### config.mk
export PLATFORM = sky130hd
export DESIGN_NAME = param_ram_2port
export DESIGN_NICKNAME = d
export VERILOG_FILES = /design/src/rtl/ram_pkg.sv /design/src/rtl/param_ram_2port.sv
export SDC_FILE = /design/constraint.sdc
export NUM_CORES = 1
export LEC_CHECK = 0
export ABC_CLOCK_PERIOD_IN_PS = 2600
export BUFFER_PORTS_ARGS = -buffer_cell sky130_fd_sc_hd__buf_2
export CORE_UTILIZATION = 50
export DETAILED_ROUTE_END_ITERATION = 10
export HOLD_SLACK_MARGIN = 0.1
export PLACE_DENSITY = 0.67
export SLEW_MARGIN = 10
export SYNTH_ARGS = -nofsm -noshare
export SYNTH_HDL_FRONTEND = slang
export SYNTH_SLANG_ARGS = --single-unit
### constraint.sdc
create_clock -name clock -period 2.6 [get_ports clock]
set_clock_uncertainty 0.1 [all_clocks]
set_input_delay 0 -clock clock [delete_from_list [all_inputs] [get_ports clock]]
set_output_delay 0 -clock clock [all_outputs]
set_load 0.01 [all_outputs]
### src/rtl/ram_pkg.sv
// Shared types and constants for the parametrised two-port RAM.
package ram_pkg;

    typedef enum logic {CLEAR = 1'b0, READY = 1'b1} ram_state_t;

    // Read-during-write behaviour selectors for RDW_MODE.
    localparam int RDW_OLD = 0;
    localparam int RDW_NEW = 1;

endpackage

### src/rtl/param_ram_2port.sv
// Simple dual-port RAM with a registered read, a read-valid strobe and a hardware
// clear sweep that zeroes every location after reset or on request.
module param_ram_2port
    import ram_pkg::*;
#(
    parameter int DATA_W   = 4,
    parameter int ADDR_W   = 5,
    parameter int RDW_MODE = RDW_OLD
) (
    input  logic              clock,
    input  logic              reset_n,
    input  logic              clear_req,
    input  logic              wr_en,
    input  logic [ADDR_W-1:0] wr_addr,
    input  logic [DATA_W-1:0] wr_data,
    input  logic              rd_en,
    input  logic [ADDR_W-1:0] rd_addr,
    output logic [DATA_W-1:0] rd_data,
    output logic              rd_valid,
    output logic              busy
);

    localparam int DEPTH = 2 ** ADDR_W;

    logic [DATA_W-1:0] mem [DEPTH];

    ram_state_t        state_reg, state_next;
    logic [ADDR_W-1:0] clr_addr_reg, clr_addr_next;
    logic              clr_last;

    logic              mem_we;
    logic [ADDR_W-1:0] mem_waddr;
    logic [DATA_W-1:0] mem_wdata;
    logic              rd_fire;
    logic [DATA_W-1:0] rd_word;

    // Terminal count is the all-ones address, so the counter never needs an extra bit.
    assign clr_last = &clr_addr_reg;

    always_ff @(posedge clock or negedge reset_n) begin
        if (!reset_n) begin
            state_reg    <= CLEAR;
            clr_addr_reg <= '0;
        end else begin
            state_reg    <= state_next;
            clr_addr_reg <= clr_addr_next;
        end
    end

    always_comb begin
        state_next    = state_reg;
        clr_addr_next = clr_addr_reg;
        case (state_reg)
            CLEAR: begin
                clr_addr_next = clr_addr_reg + 1'b1;
                if (clr_last) begin
                    state_next = READY;
                end
            end
            READY: begin
                if (clear_req) begin
                    state_next = CLEAR;
                end
            end
            default: state_next = CLEAR;
        endcase
    end

    // clear_req wins over a same-cycle user write or read.
    always_comb begin
        busy      = 1'b0;
        mem_we    = 1'b0;
        mem_waddr = wr_addr;
        mem_wdata = wr_data;
        rd_fire   = 1'b0;
        case (state_reg)
            CLEAR: begin
                busy      = 1'b1;
                mem_we    = 1'b1;
                mem_waddr = clr_addr_reg;
                mem_wdata = '0;
            end
            READY: begin
                mem_we  = wr_en & ~clear_req;
                rd_fire = rd_en & ~clear_req;
            end
            default: busy = 1'b1;
        endcase
    end

    always_ff @(posedge clock) begin
        if (mem_we) begin
            mem[mem_waddr] <= mem_wdata;
        end
    end

    generate
        if (RDW_MODE == RDW_NEW) begin : g_rdw_new
            assign rd_word = (wr_en && (wr_addr == rd_addr)) ? wr_data : mem[rd_addr];
        end else begin : g_rdw_old
            assign rd_word = mem[rd_addr];
        end
    endgenerate

    always_ff @(posedge clock or negedge reset_n) begin
        if (!reset_n) begin
            rd_data  <= '0;
            rd_valid <= 1'b0;
        end else begin
            rd_valid <= rd_fire;
            if (rd_fire) begin
                rd_data <= rd_word;
            end
        end
    end

endmodule

# Yosys cells after proc, flatten, opt, wreduce, memory -nomap -nowiden
# Memory sizes are Yosys's and may differ from the RTL's. A register that Yosys moved wholly into a read port is not among the register bits.
# Index checks and enable logic that the tools add are counted.
# word_totals
rom_bits	0
n_memories	1
latchBits	0
output_inout_bits	6
ff_bits	7
wordCells	21
ramBits	128
inputBits	19
# mem_list
name	depth	word_bits	rd	rd_clocked_by_memory_dff	wr	line	source
mem	32	4	1	1	1	param_ram_2port.sv:25	logic [DATA_W-1:0] mem [DEPTH];
# classes
n_reduce_logical	2
shifts	0
multipliers	0
addsub	1
n_eq_ne	0
n_bitwise	4
order_cmp	0
n_mux	10
div_mod_pow	0
# op_table
cell	n
$mux 1	6
$add 5x1->5 const B	1
$mux 5	1
$reduce_and 5->1	1
$mux 4	1
$pmux 1 s2	2
$and 1x1->1	2
$not 1->1	2
$logic_not 1->1	1

# Longest topological paths before layout
# Gate-level depths: netlist of run 1.
# depth
depth_word	5
ltp_mapped	7
mapped_depth_nobuf	5

# Least setup slack after synthesis of run 1
# No wires, ideal clock.
# synth_path
path_type	reg2reg
start	register state_reg
end	memory mem[24][0], enable pin
required_time_ns	2.171
synth_period_minus_slack_ns	1.933
arrival_ns	1.504
n_path_buf	2
setup_ns	0.329
stages_incl_launch_ff	7
setup_slack_ns	0.667
path_cell_list	dfrtp_1 buf_1 buf_1 nand3_1 o21ai_0 nand2_1 nor2_1
# synth_via
elab_chain_cells	4
elab_cells_between_ends	5
cone_classes	4 x mux; 1 x bitwise
# synth_rtl
item	line	source
from (decl)	param_ram_2port.sv:27	ram_state_t state_reg, state_next;
from (signal assigned)	param_ram_2port.sv:45	state_reg <= state_next;
$not 1->1	-	
$pmux 1 s2	param_ram_2port.sv:76	case (state_reg)
$mux 1	param_ram_2port.sv:92	if (mem_we) begin
$mux 1 (implied by the code)	param_ram_2port.sv:93	mem[mem_waddr] <= mem_wdata;
to (decl)	param_ram_2port.sv:25	
# Parallel ways exist; a longest one is shown, timed or not.

# Worst setup path after layout of run 1
# layout_path
start	register state_reg
end	memory mem[8][0], enable pin
# The elaborated chain is that of the path after synthesis.

==> flow_summary.json, run 1 <==
{
  "rr_endpoint": "mem[8][0]",
  "syn_area_per_cell_um2": 16.0,
  "dp_hpwl_um": 7370,
  "p_leak_uw": 0.00250,
  "maxCapViolCount": 0,
  "synth-xor-area-share_pct": 0.455,
  "ys_warn_count": 0,
  "synth_ff_type": "edfxtp_1",
  "fin_setup_tns_ns": 0,
  "r2r_start": "state_reg",
  "peakVddDrop_mv": 0.589,
  "syn_nets": 383,
  "synthesis.area_um2": 5780,
  "initial_core_util_pct": 52.4,
  "vias": 3164,
  "core.rowCount": 38,
  "slew_viol_final": 0,
  "synthSimpleGateAreaFrac_pct": 5.50,
  "r2r_setup_slack_ns": 0.34,
  "detail_route.vias_per_cell": 5.67,
  "firstDrtPassIters": 5,
  "cts_root_buffer": "clkbuf_16",
  "largest_register_ffs": 128,
  "critPathLaunchType": "flip-flop",
  "synth_top_cell_by_area": "edfxtp_1",
  "cts_tree": "done",
  "core-area_um2": 11000,
  "grt_pass1_vias": 3307,
  "die_y_um": 109,
  "max_freq_mhz": 443,
  "crit_required_ns": 2.57,
  "drt_iter0_drc": 207,
  "use_met2_pct": 34.4,
  "grt_overflow": 0,
  "async_flop_share_pct": 7.91,
  "synth-edff-count": 128,
  "slew_headroom_pct": 52.5,
  "dieArea_um2": 12000,
  "cts.clk_slew.worst_paths_ns": 0.06,
  "synth_top_area_share_pct": 66.5,
  "synth_compound_area_share_pct": 8.08,
  "worstSetupEndpoint": "mem[8][0]",
  "layout.nets": 426,
  "grt_pass1_wl_um": 17800,
  "reg2regPathDepth": 5,
  "ys_seq_area_share_pct": 71.3,
  "htreeDepth": 4,
  "power_density_nw_per_um2": 992,
  "synth.top_cells.by_count": "edfxtp_1 (128), mux2i_1 (65), nor2_1 (35)",
  "gr-usage-met3_pct": 5.16,
  "finalHoldViolCount": 0,
  "netlist_top_cells_area": "edfxtp_1 (67%), mux2i_1 (11%), dfrtp_1 (4.8%)",
  "period_share_pct": 86.8,
  "hp-class": "in2reg",
  "synth_top_family_by_area": "multiplexers",
  "finalSetupViolCount": 0,
  "drive_above_1_share_pct": 17.9,
  "syn_inst": 362,
  "antenna_cells": 0,
  "worst-setup-path-type": "reg2reg",
  "cts.sink_count": 139,
  "numCtsBuffers": 17,
  "gp_congestion": 0.818,
  "arrival_ns": 2.22,
  "crit_start": "state_reg",
  "clock_latency_ns": 0.42,
  "synth-seq-cells": 139,
  "synth_most_common_cell": "edfxtp_1",
  "grt_util_all_layers_pct": 21.8,
  "ant_nets": 0,
  "area_growth_pct": 16.4,
  "drc": 0,
  "worst_pin_slew_ns": 0.712,
  "synth_fa_ha_area_share_pct": 0.433,
  "slowest_stage": "or4b_1",
  "wl_um": 11500,
  "period_minus_slack_ns": 2.26,
  "die_x_um": 109,
  "whs_ns": 0.115,
  "synthMuxAreaShare_pct": 11.8,
  "use_met1_pct": 28.7,
  "cts_buffer_depth": 2,
  "wl_per_cell_um": 20.6,
  "numPortBuffers": 24,
  "antenna_found_initial": 0,
  "synth_cell_types": 38,
  "io_pins": 25,
  "crit_fanout": 8,
  "status": "completed",
  "rsz0062_at_grt": "false",
  "critPathMaxStageDelay_ns": 0.52,
  "fillers": 839,
  "setup.worst_path.end_class": "flip-flop",
  "grt_max_degree": 33,
  "busiest_layer": "met2",
  "path_cells": "inv_2, or4b_1, o21ai_1, nand2_1, nor2_1"
}
## layer usage
layer	share of wire (%)	vias to the layer above
li1	-	1490
met1	44	1544
met2	48	117
met3	6.1	13
met4	1.2	0
met5	0	-
## placed cells by master (no fill, tap or decap), drive strengths merged, types with 5 or more instances in the layout
cell / instances
a22o: 9
nor2: 35
inv: 5
a22oi: 16
dfrtp: 11
clkbuf: 18
dlygate4sd3: 6
a221oi: 8
nand2: 20
a21oi: 9
and2: 5
mux2i: 65
edfxtp: 128
clkinv: 6
buf: 34
## report_power, final
part | internal (uW) | switching, uW
clock network | 1590 | 848
registers | 2890 | 140
logic | 380 | 831
total | 4850 | 1820
## worst max-delay path: cells and delay by family (launching register included)
family                 cells  cell delay [ns]
buffers and inverters      1             0.07
DFF                        1             0.36
and+or+nand+nor            3             1.25
AOI/OAI and AO/OA          1             0.12
## how the worst min path moves through the flow
stage,slack [ns],depth (start not counted),from,end
4_1_cts,0.11,3,rd_en,rd_valid
3_5_place_dp,-0.20,1,reset_n,clr_addr_reg[2]
5_1_grt,0.16,3,wr_data[2],mem[31][2]
6_report,0.11,3,rd_en,rd_valid
3_3_place_gp,-0.20,1,reset_n,clr_addr_reg[4]
2_1_floorplan,-0.40,0,reset_n,clr_addr_reg[0]
## stage by stage
step           util, %  power (uW)  cell area [um^2]  worst slack (ns)  std cells
2_1_floorplan        -        3810              5780             0.667        362
3_3_place_gp      54.9        4240              6060             0.448        520
3_5_place_dp      54.9        4270              6060             0.372        520
4_1_cts           60.9        6700              6720             0.363        558
5_1_grt           60.9        6940              6720             0.227        558
6_report          60.9        6670              6720             0.343        558
## cell families after synthesis
kind of cell	after synthesis
flip-flops	139
AND/OR/NAND/NOR	72
AO/OA/AOI/OAI	57
adder cells (fa/ha/maj)	2
XOR/XNOR	3
buffers and inverters	21
multiplexers	68
## layout make-up
class / instances / area [um^2] / share of cell area, %
clock buffer: 18 / 429 / 6.38
clock inverter: 14 / 178 / 2.64
multi-input combinational: 202 / 1520 / 22.6
inverter: 5 / 18.8 / 0.279
sequential: 139 / 4120 / 61.3
timing repair buffer: 40 / 283 / 4.21
tap: 140 / 175 / 2.61
## what timing repair did
item	4_1_cts	5_1_grt
endpoints found under the hold margin	16	0
hold buffers	6	0
setup buffers	0	0
gates resized for setup	0	0
Note: power is estimated with default switching activity, not from simulation.
==> run 2, diff against run 1 <==
--- a/config.mk
+++ b/config.mk
@@ -7,10 +7,12 @@
 export LEC_CHECK = 0
 export ABC_CLOCK_PERIOD_IN_PS = 2600
 export BUFFER_PORTS_ARGS = -buffer_cell sky130_fd_sc_hd__buf_2
+export CELL_PAD_IN_SITES_DETAIL_PLACEMENT = 0
+export CELL_PAD_IN_SITES_GLOBAL_PLACEMENT = 1
 export CORE_UTILIZATION = 50
 export DETAILED_ROUTE_END_ITERATION = 10
 export HOLD_SLACK_MARGIN = 0.1
-export PLACE_DENSITY = 0.67
+export PLACE_DENSITY_LB_ADDON = 0.1
 export SLEW_MARGIN = 10
 export SYNTH_ARGS = -nofsm -noshare
 export SYNTH_HDL_FRONTEND = slang
==> run 2 against run 1 <==
Die area is the same. Routed wire length grew 2.5%. Register-to-register slack worse by 0.03 ns. Critical path depth increased by 1. Sequential share of layout area rose by 0.68 points. Power fell by 4.3%. Setup slack got worse by 0.035 ns. Critical path type unchanged.
==> flow_summary.json, run 2 (synthesis gave the netlist of run 1 again) <==
{
  "status": "completed",
  "cts.clk_slew.worst_paths_ns": 0.06,
  "cts_buffer_depth": 2,
  "wl_um": 11800,
  "numCtsBuffers": 17,
  "dp_hpwl_um": 7580,
  "maxCapViolCount": 0,
  "worst-setup-path-type": "reg2reg",
  "arrival_ns": 2.54,
  "fin_setup_tns_ns": 0,
  "dieArea_um2": 12000,
  "pre_cts_slack_ns": 0.348,
  "grt_pass1_wl_um": 17900,
  "dpl.cell_count": 520,
  "grt_overflow": 0,
  "cts_tree": "done",
  "grt_util_all_layers_pct": 21.7,
  "worst_pin_slew_ns": 0.770,
  "gp_congestion": 0.743,
  "antenna_cells": 0,
  "numPortBuffers": 24,
  "detail_route.vias_per_cell": 5.73,
  "die_y_um": 109,
  "finalHoldViolCount": 0,
  "peakVddDrop_mv": 0.551,
  "period_share_pct": 88.1,
  "die_x_um": 109,
  "drc": 0,
  "layout_commonest_cell": "edfxtp_1",
  "area_growth_pct": 15.1,
  "initial_core_util_pct": 52.4,
  "p_leak_uw": 0.00247,
  "period_minus_slack_ns": 2.29,
  "crit_fanout": 1,
  "vias": 3203,
  "layout.nets": 427,
  "core-area_um2": 11000,
  "setup.worst_path.end_class": "flip-flop",
  "slew_viol_final": 0,
  "critPathLaunchType": "flip-flop",
  "path_cells": "mux2i_1, a22o_1, a221oi_1, o22ai_1, o41ai_2, dlygate4sd3_1",
  "ant_nets": 0,
  "largest_register_ffs": 128,
  "power_density_nw_per_um2": 960,
  "max_freq_mhz": 436,
  "grt_max_degree": 33,
  "firstDrtPassIters": 4,
  "htreeDepth": 4,
  "stdcell_count": 559,
  "hp-class": "in2reg",
  "core.rowCount": 38,
  "cts_root_buffer": "clkbuf_16",
  "path_buf_inv": 1,
  "critPathMaxStageDelay_ns": 0.58,
  "grt_pass1_vias": 3285,
  "antenna_found_initial": 0,
  "wl_per_cell_um": 21.1,
  "rsz0062_at_grt": "false",
  "clock_latency_ns": 0.41,
  "drive_above_1_share_pct": 17.4,
  "finalSetupViolCount": 0,
  "drt_iter0_drc": 189,
  "crit_required_ns": 2.85,
  "cp_top_family": "compound AO/OA/AOI/OAI gates",
  "slowest_stage": "dlygate4sd3_1",
  "layout_setup_ws_ns": 0.309,
  "io_pins": 25,
  "post-cts-setup-buffers": 0,
  "cts.sink_count": 139,
  "slew_headroom_pct": 48.7,
  "mostFrequentLayoutCells": "edfxtp_1 (128), mux2i_1 (65), nor2_1 (35), buf_2 (23), nand2_1 (20)"
}
==> run 2: final cells by class <==
class                   instances  area [um^2]
fillers                       861         4380
flip-flops and latches        139         4120
multi-input cells             202         1520
clock buffers                  18          429
repair buffers                 41          280
well taps                     140          175
clock inverters                14          106
inverters                       5         18.8
==> run 2: routing by layer <==
| metal | vias up | GRT usage [%] | wire length (um) |
|---|---|---|---|
| met5 | - | 0 | 0 |
| met4 | 0 | 8.29 | 199 |
| met3 | 20 | 4.92 | 514 |
| met2 | 85 | 35.1 | 5780 |
| met1 | 1595 | 28.8 | 5300 |
| li1 | 1503 | - | - |
==> run 2: worst min-delay path, cell delays in order <==
cell     delay, ns
buf_2         0.12
o32ai_1       0.10
nand2_1       0.15
nor2_1        0.12
==> run 2: worst paths after layout <==
| check | from | endpoint | slack [ns] | cells after the start |
|---|---|---|---|---|
| worst max-delay path | mem[24][3] | rd_data[3] | 0.31 | 6 |
| worst min-delay path | wr_addr[4] | mem[15][3] | 0.15 | 4 |
| worst max register to register | mem[24][3] | rd_data[3] | 0.31 | 6 |
| worst min register to register | clr_addr_reg[0] | clr_addr_reg[0] | 0.40 | 1 |
| max in group asynchronous | reset_n | rd_data[0] | 1.42 | 3 |
| min in group asynchronous | reset_n | clr_addr_reg[1] | 0.57 | 3 |
==> run 2: what timing repair did <==
action                                 CTS  global route
endpoints found under the hold margin   17             0
gates resized for setup                  0             0
hold buffers                             7             0
==> run 2: report_power, final <==
group	total, uW	switching, uW	leakage, uW	internal (uW)
logic	1220	834	0.000886	382
registers	3020	133	0.00133	2890
clock network	2150	856	0.000259	1290
==> run 2: through the flow <==
stage               area, um^2  power (uW)  util, %  hold slack [ns]
floorplan                 5780        3810        -           -0.396
finish                    6650        6380     60.3            0.152
global placement          6040        4250     54.8           -0.198
CTS                       6650        6410     60.3            0.155
global route              6650        6640     60.3            0.178
detailed placement        6040        4270     54.8           -0.195
